===== src/rtl/regfile_port_arbiter.sv =====
// regfile_port_arbiter
// Shares the single read/write port pair of the 16x8 register file between two
// requesters. One transaction is accepted at a time. On a tie, the requester
// that was not granted last wins. Every output comes straight from a flop.
//
// Ports:
//   Clk, Rst_n               clock, synchronous active-low reset
//   req*/we*/addr*/wdata*    per-requester transaction request and operands
//   gnt*                     one-cycle pulse when the request is issued to the file
//   rvalid*/rdata*           one-cycle read-valid pulse and held read result
//   rf_raddr/rf_waddr        file addresses (both carry the granted address)
//   rf_ren/rf_wen/rf_wdata   file enables and write data
//   rf_rdata                 file read data, valid the cycle after rf_ren
//   busy                     high whenever a transaction is in flight
module regfile_port_arbiter #(
  parameter int ADDR_W = 4,
  parameter int DATA_W = 8
) (
  input  logic              Clk,
  input  logic              Rst_n,
  input  logic              req0,
  input  logic              req1,
  input  logic              we0,
  input  logic              we1,
  input  logic [ADDR_W-1:0] addr0,
  input  logic [ADDR_W-1:0] addr1,
  input  logic [DATA_W-1:0] wdata0,
  input  logic [DATA_W-1:0] wdata1,
  output logic              gnt0,
  output logic              gnt1,
  output logic              rvalid0,
  output logic              rvalid1,
  output logic [DATA_W-1:0] rdata0,
  output logic [DATA_W-1:0] rdata1,
  output logic [ADDR_W-1:0] rf_raddr,
  output logic [ADDR_W-1:0] rf_waddr,
  output logic              rf_ren,
  output logic              rf_wen,
  output logic [DATA_W-1:0] rf_wdata,
  input  logic [DATA_W-1:0] rf_rdata,
  output logic              busy
);

  typedef enum logic [1:0] {IDLE, ISSUE, RWAIT, RDONE} state_t;

  state_t            state, state_nxt;
  logic              last_gnt, last_gnt_nxt;
  logic              win;
  logic              op_we, op_we_nxt;
  logic              op_id, op_id_nxt;
  logic [ADDR_W-1:0] op_addr, op_addr_nxt;
  logic [DATA_W-1:0] op_wdata, op_wdata_nxt;
  logic              gnt0_nxt, gnt1_nxt;
  logic              rvalid0_nxt, rvalid1_nxt;
  logic              rf_ren_nxt, rf_wen_nxt;

  // The latched operands drive the file directly. They only change at the IDLE
  // sample, so they stay stable for the whole transaction whatever the
  // requesters do with their inputs afterwards.
  assign rf_raddr = op_addr;
  assign rf_waddr = op_addr;
  assign rf_wdata = op_wdata;

  // Next-state and next-output logic. The pulse outputs are computed one cycle
  // early so that their flops are high in ISSUE (gnt, enables) and in RDONE
  // (rvalid).
  always_comb begin
    state_nxt    = state;
    last_gnt_nxt = last_gnt;
    op_we_nxt    = op_we;
    op_id_nxt    = op_id;
    op_addr_nxt  = op_addr;
    op_wdata_nxt = op_wdata;
    gnt0_nxt     = 1'b0;
    gnt1_nxt     = 1'b0;
    rvalid0_nxt  = 1'b0;
    rvalid1_nxt  = 1'b0;
    rf_ren_nxt   = 1'b0;
    rf_wen_nxt   = 1'b0;
    // On a tie the requester that was not granted last wins. Otherwise the
    // single active requester wins.
    win          = (req0 && req1) ? ~last_gnt : req1;
    case (state)
      IDLE: begin
        if (req0 || req1) begin
          state_nxt    = ISSUE;
          last_gnt_nxt = win;
          op_id_nxt    = win;
          op_we_nxt    = win ? we1 : we0;
          op_addr_nxt  = win ? addr1 : addr0;
          op_wdata_nxt = win ? wdata1 : wdata0;
          gnt0_nxt     = ~win;
          gnt1_nxt     = win;
          rf_wen_nxt   = op_we_nxt;
          rf_ren_nxt   = ~op_we_nxt;
        end
      end
      ISSUE: begin
        state_nxt = op_we ? IDLE : RWAIT;
      end
      RWAIT: begin
        state_nxt   = RDONE;
        rvalid0_nxt = ~op_id;
        rvalid1_nxt = op_id;
      end
      RDONE: begin
        state_nxt = IDLE;
      end
      default: begin
        state_nxt = IDLE;
      end
    endcase
  end

  // State, operand and output registers. A reset aborts any transaction in
  // flight. Because the rvalid flop is cleared here, an interrupted read never
  // produces its pulse.
  always_ff @(posedge Clk) begin
    if (!Rst_n) begin
      state    <= IDLE;
      last_gnt <= 1'b1;
      op_we    <= 1'b0;
      op_id    <= 1'b0;
      op_addr  <= '0;
      op_wdata <= '0;
      gnt0     <= 1'b0;
      gnt1     <= 1'b0;
      rvalid0  <= 1'b0;
      rvalid1  <= 1'b0;
      rf_ren   <= 1'b0;
      rf_wen   <= 1'b0;
      rdata0   <= '0;
      rdata1   <= '0;
      busy     <= 1'b0;
    end else begin
      state    <= state_nxt;
      last_gnt <= last_gnt_nxt;
      op_we    <= op_we_nxt;
      op_id    <= op_id_nxt;
      op_addr  <= op_addr_nxt;
      op_wdata <= op_wdata_nxt;
      gnt0     <= gnt0_nxt;
      gnt1     <= gnt1_nxt;
      rvalid0  <= rvalid0_nxt;
      rvalid1  <= rvalid1_nxt;
      rf_ren   <= rf_ren_nxt;
      rf_wen   <= rf_wen_nxt;
      busy     <= (state_nxt != IDLE);
      // The file returns read data during RWAIT. Capture it for the winner only.
      if (state == RWAIT) begin
        if (op_id) rdata1 <= rf_rdata;
        else       rdata0 <= rf_rdata;
      end
    end
  end

endmodule


===== config.mk =====
export PLATFORM = sky130hd
export DESIGN_NAME = regfile_port_arbiter
export DESIGN_NICKNAME = d
export VERILOG_FILES = /design/src/rtl/regfile_port_arbiter.sv
export SDC_FILE = /design/constraint.sdc
export NUM_CORES = 1
export LEC_CHECK = 0
export ABC_AREA = 1
export CORE_MARGIN = 3
export CORE_UTILIZATION = 35
export DETAILED_ROUTE_END_ITERATION = 6
export PLACE_DENSITY_LB_ADDON = 0.3
export SKIP_CTS_REPAIR_TIMING = 1
export SKIP_LAST_GASP = 1
export SLEW_MARGIN = 40
export SYNTH_ARGS = -nofsm -noshare
export SYNTH_HDL_FRONTEND = slang
export SYNTH_SLANG_ARGS = --single-unit

===== constraint.sdc =====
create_clock -name Clk -period 1.65 [get_ports Clk]
set_input_delay 0.33 -clock Clk [delete_from_list [all_inputs] [get_ports Clk]]
set_output_delay 0.33 -clock Clk [all_outputs]
set_load 0.01 [all_outputs]

==> summary.txt <==
Run status
  – Run status: completed

Global route
  – GRT overflow: 0
  – Vias in the first global route: 1522
  – First-pass GRT wire length: between 6000 and 7000 µm
  – All-layer global routing usage: 0.152
  – Number of antenna violations at the first check in global routing: 0
  – Maximum number of pins on one net before global-route repair: 15

Synthesis
  – Synthesized net count: 269
  – Seq/Total Area, Yosys: 0.493
  – Count of synthesis-stage warnings from yosys: 0
  – Combinational family with the most area after synthesis: simple AND/OR/NAND/NOR gates
  – Post-synthesis cell area: about 1600 µm²
  – Arithmetic-cell share of the synthesized area counting full adders, half adders and majority gates: 0
  – Post-Synth Simple-Gate Area: 0.320
  – Complex-gate fraction of the synthesized area: 0.0678
  – Number of cells produced by synthesis: around 230
  – Post-synthesis mux area share: 0
  – Count of different cell masters after synthesis: 18
  – Syn Area/Cell: roughly 7 µm²
  – Xor and xnor fraction of the mapped netlist area: 0
  – #FFs+latches synth: 40

STA
  – Setup TNS after final layout: 0 ps
  – Number of setup violations in the final report: 0
  – Setup repair after global routing missed its margin: no
  – Post-route minimum period: between 1500 and 2000 ps
  – Final slew viol count: 0
  – Hold violation total from the final report: 0
  – Relative max-transition margin: 0.541
  – Final critical-path share of the clock period: 0.924
  – Maximum achievable frequency: 0.656 GHz
  – Slew of the pin with the lowest slew margin: approximately 690 ps
  – Tightest hold margin: roughly 460 ps
  – Final WS setup: 125 ps
  – Worst clock skew: ~6.9 ps

Route
  – Length of the first detailed-routing pass in iterations: 4
  – Per-cell routed wire length: 11.3 µm
  – Detailed router's first-iteration violation count: 85
  – Drt total wl: ~4100 µm
  – DRC errors left: 0
  – Via-per-instance ratio: roughly 4.4
  – Antenna violation net count after detailed routing: 0
  – Via Count: about 1600

Placement
  – Setup slack after placement: -214 ps
  – Hpwl dp: ~3100 µm
  – Port Buffer Count: between 70 and 80
  – Weighted congestion reported at the end of routability-driven placement: between 0.7 and 0.8
  – Post-placement cell count: about 360

Floorplanning
  – Die area: 5490 µm²
  – I/O pin total: 77
  – Die X: between 70 and 80 µm
  – Starting density of the core: 0.368
  – Die boundary height: between 70 and 80 µm
  – Core Box Area: 4410 µm²
  – Floorplan row count: 24

CTS
  – Clock H-tree levels: 2
  – Cell chosen for the clock root: sky130_fd_sc_hd__clkbuf_8
  – CTS sink cnt: 40
  – Worst-path clk slew: 80 ps
  – Total CTS buffers: 5
  – TritonCTS clock tree: done
  – Later-pin clock latency in the skew report: between 200 and 300 ps
  – CTS Buffer Depth: 2

Cells and area
  – Diode insertion count for antenna repair: 0
  – Signed area change from the synthesized netlist to the final layout: 55.7%
  – Count of placed standard cells in the final layout, fillers left out: roughly 360
  – Layout cells sized above 1: 0.0801
  – Final Net Count: around 350

Job
  – Max-cap violation count: 0

Worst setup path
  – Worst Setup End Kind: flop
  – Highest net fanout along the worst path: 11
  – Critical Setup Path Class: input pin to flop
  – Data arrival, critical path: between 1500 and 2000 ps
  – Type of element launching the critical path: input pin
  – Worst endpoint required time: approximately 1900 ps

Hold path
  – Path type of the worst min-delay path: flop to flop

Power and ir drop
  – Max VDD drop: 0.529 mV
  – Cell Pwr Density: about 950 nW/µm²
  – Static leakage power: 1.18 nW
  – Total design power: around 0.0024 W
placed cells by master, fill, tap and decap left out:
cell                               n
sky130_fd_sc_hd__nand2_1          79
sky130_fd_sc_hd__clkdlybuf4s50_1  76
sky130_fd_sc_hd__dfxtp_1          40
sky130_fd_sc_hd__inv_1            28
sky130_fd_sc_hd__nor2_1           28
sky130_fd_sc_hd__nand3_1          14
sky130_fd_sc_hd__a21oi_1          10
sky130_fd_sc_hd__o21ai_0           9
sky130_fd_sc_hd__buf_4             8
sky130_fd_sc_hd__clkbuf_8          6
sky130_fd_sc_hd__inv_2             4
sky130_fd_sc_hd__a21boi_0          2
sky130_fd_sc_hd__nor2_2            2
sky130_fd_sc_hd__clkinv_2          2
sky130_fd_sc_hd__nand2_2           1
sky130_fd_sc_hd__nor2_4            1
sky130_fd_sc_hd__nand3_2           1
sky130_fd_sc_hd__nand3b_1          1
critical path, cell delays in order:
cell and delay [ps]:
sky130_fd_sc_hd__clkdlybuf4s50_1 520, sky130_fd_sc_hd__o21ai_0 100, sky130_fd_sc_hd__nor2_1 540, sky130_fd_sc_hd__nand3_1 170, sky130_fd_sc_hd__nand2_1 100
state kept, by name, indices dropped and copies added (netlist names), 2 cells and up:
register / flops
rdata0: 8
rdata1: 8
rf_raddr: 4
rf_wdata: 8
state: 2
power breakdown:
| part | switching (W) | internal [W] | leakage, nW |
|---|---|---|---|
| clock | 0.000319 | 0.000334 | 0.0510 |
| sequential | 0.0000563 | 0.00107 | 0.328 |
| combinational | 0.000286 | 0.000336 | 0.799 |
| total | 0.000661 | 0.00174 | 1.18 |
area by class of cell:
| class | instances | area, µm² |
|---|---|---|
| repair buffers | 84 | 821 |
| multi-input cells | 148 | 629 |
| well taps | 52 | 65.1 |
| inverters | 32 | 120 |
| fillers | 442 | 1890 |
| clock inverters | 2 | 10.0 |
| flip-flops and latches | 40 | 801 |
| clock buffers | 6 | 82.6 |
cell usage after synthesis:
library cell | count | area [µm²]
sky130_fd_sc_hd__nand3_2 | 1 | 10.0
sky130_fd_sc_hd__buf_2 | 2 | 10.0
sky130_fd_sc_hd__a21oi_1 | 10 | 50.1
sky130_fd_sc_hd__nand3b_1 | 1 | 7.51
sky130_fd_sc_hd__nand2_1 | 79 | 297
sky130_fd_sc_hd__nor2_1 | 28 | 105
sky130_fd_sc_hd__dfxtp_1 | 40 | 801
sky130_fd_sc_hd__nand3_1 | 14 | 70.1
sky130_fd_sc_hd__o21ai_0 | 9 | 45.0
sky130_fd_sc_hd__nand2_2 | 1 | 6.26
sky130_fd_sc_hd__nor2_2 | 2 | 12.5
sky130_fd_sc_hd__a21boi_0 | 2 | 15.0
sky130_fd_sc_hd__inv_2 | 4 | 15.0
sky130_fd_sc_hd__inv_1 | 28 | 105
sky130_fd_sc_hd__buf_4 | 6 | 45.0
sky130_fd_sc_hd__nor2_4 | 1 | 11.3
sky130_fd_sc_hd__buf_6 | 1 | 11.3
sky130_fd_sc_hd__clkbuf_1 | 2 | 7.51
routing by layer:
metal	GRT usage	vias up	routed length, µm
met5	0	-	0
met3	0.0446	4	339
met1	0.190	704	1880
met2	0.247	54	1830
li1	-	850	-
met4	0.0563	0	42
cells by family after synthesis:
group	Yosys count
AND/OR/NAND/NOR	127
buffers and inverters	43
flip-flops	40
AO/OA/AOI/OAI	21
path summary, 6_finish.rpt:
| path | start | to | slack (ps) | cells after the start |
|---|---|---|---|---|
| worst max-delay path | req0 | rf_raddr[1] | 120 | 5 |
| worst min-delay path | rf_wdata[2] | rf_wdata[2] | 460 | 2 |
| worst max register to register | state[0] | rf_raddr[1] | 300 | 5 |
| worst min register to register | rf_wdata[2] | rf_wdata[2] | 460 | 2 |
metrics by stage:
stage,utilization,area (µm²)
2_1_floorplan,-,1620
3_3_place_gp,0.552,2440
3_5_place_dp,0.552,2440
4_1_cts,0.573,2530
5_1_grt,0.573,2530
6_report,0.573,2530
Power figures use the tool's default switching activity.
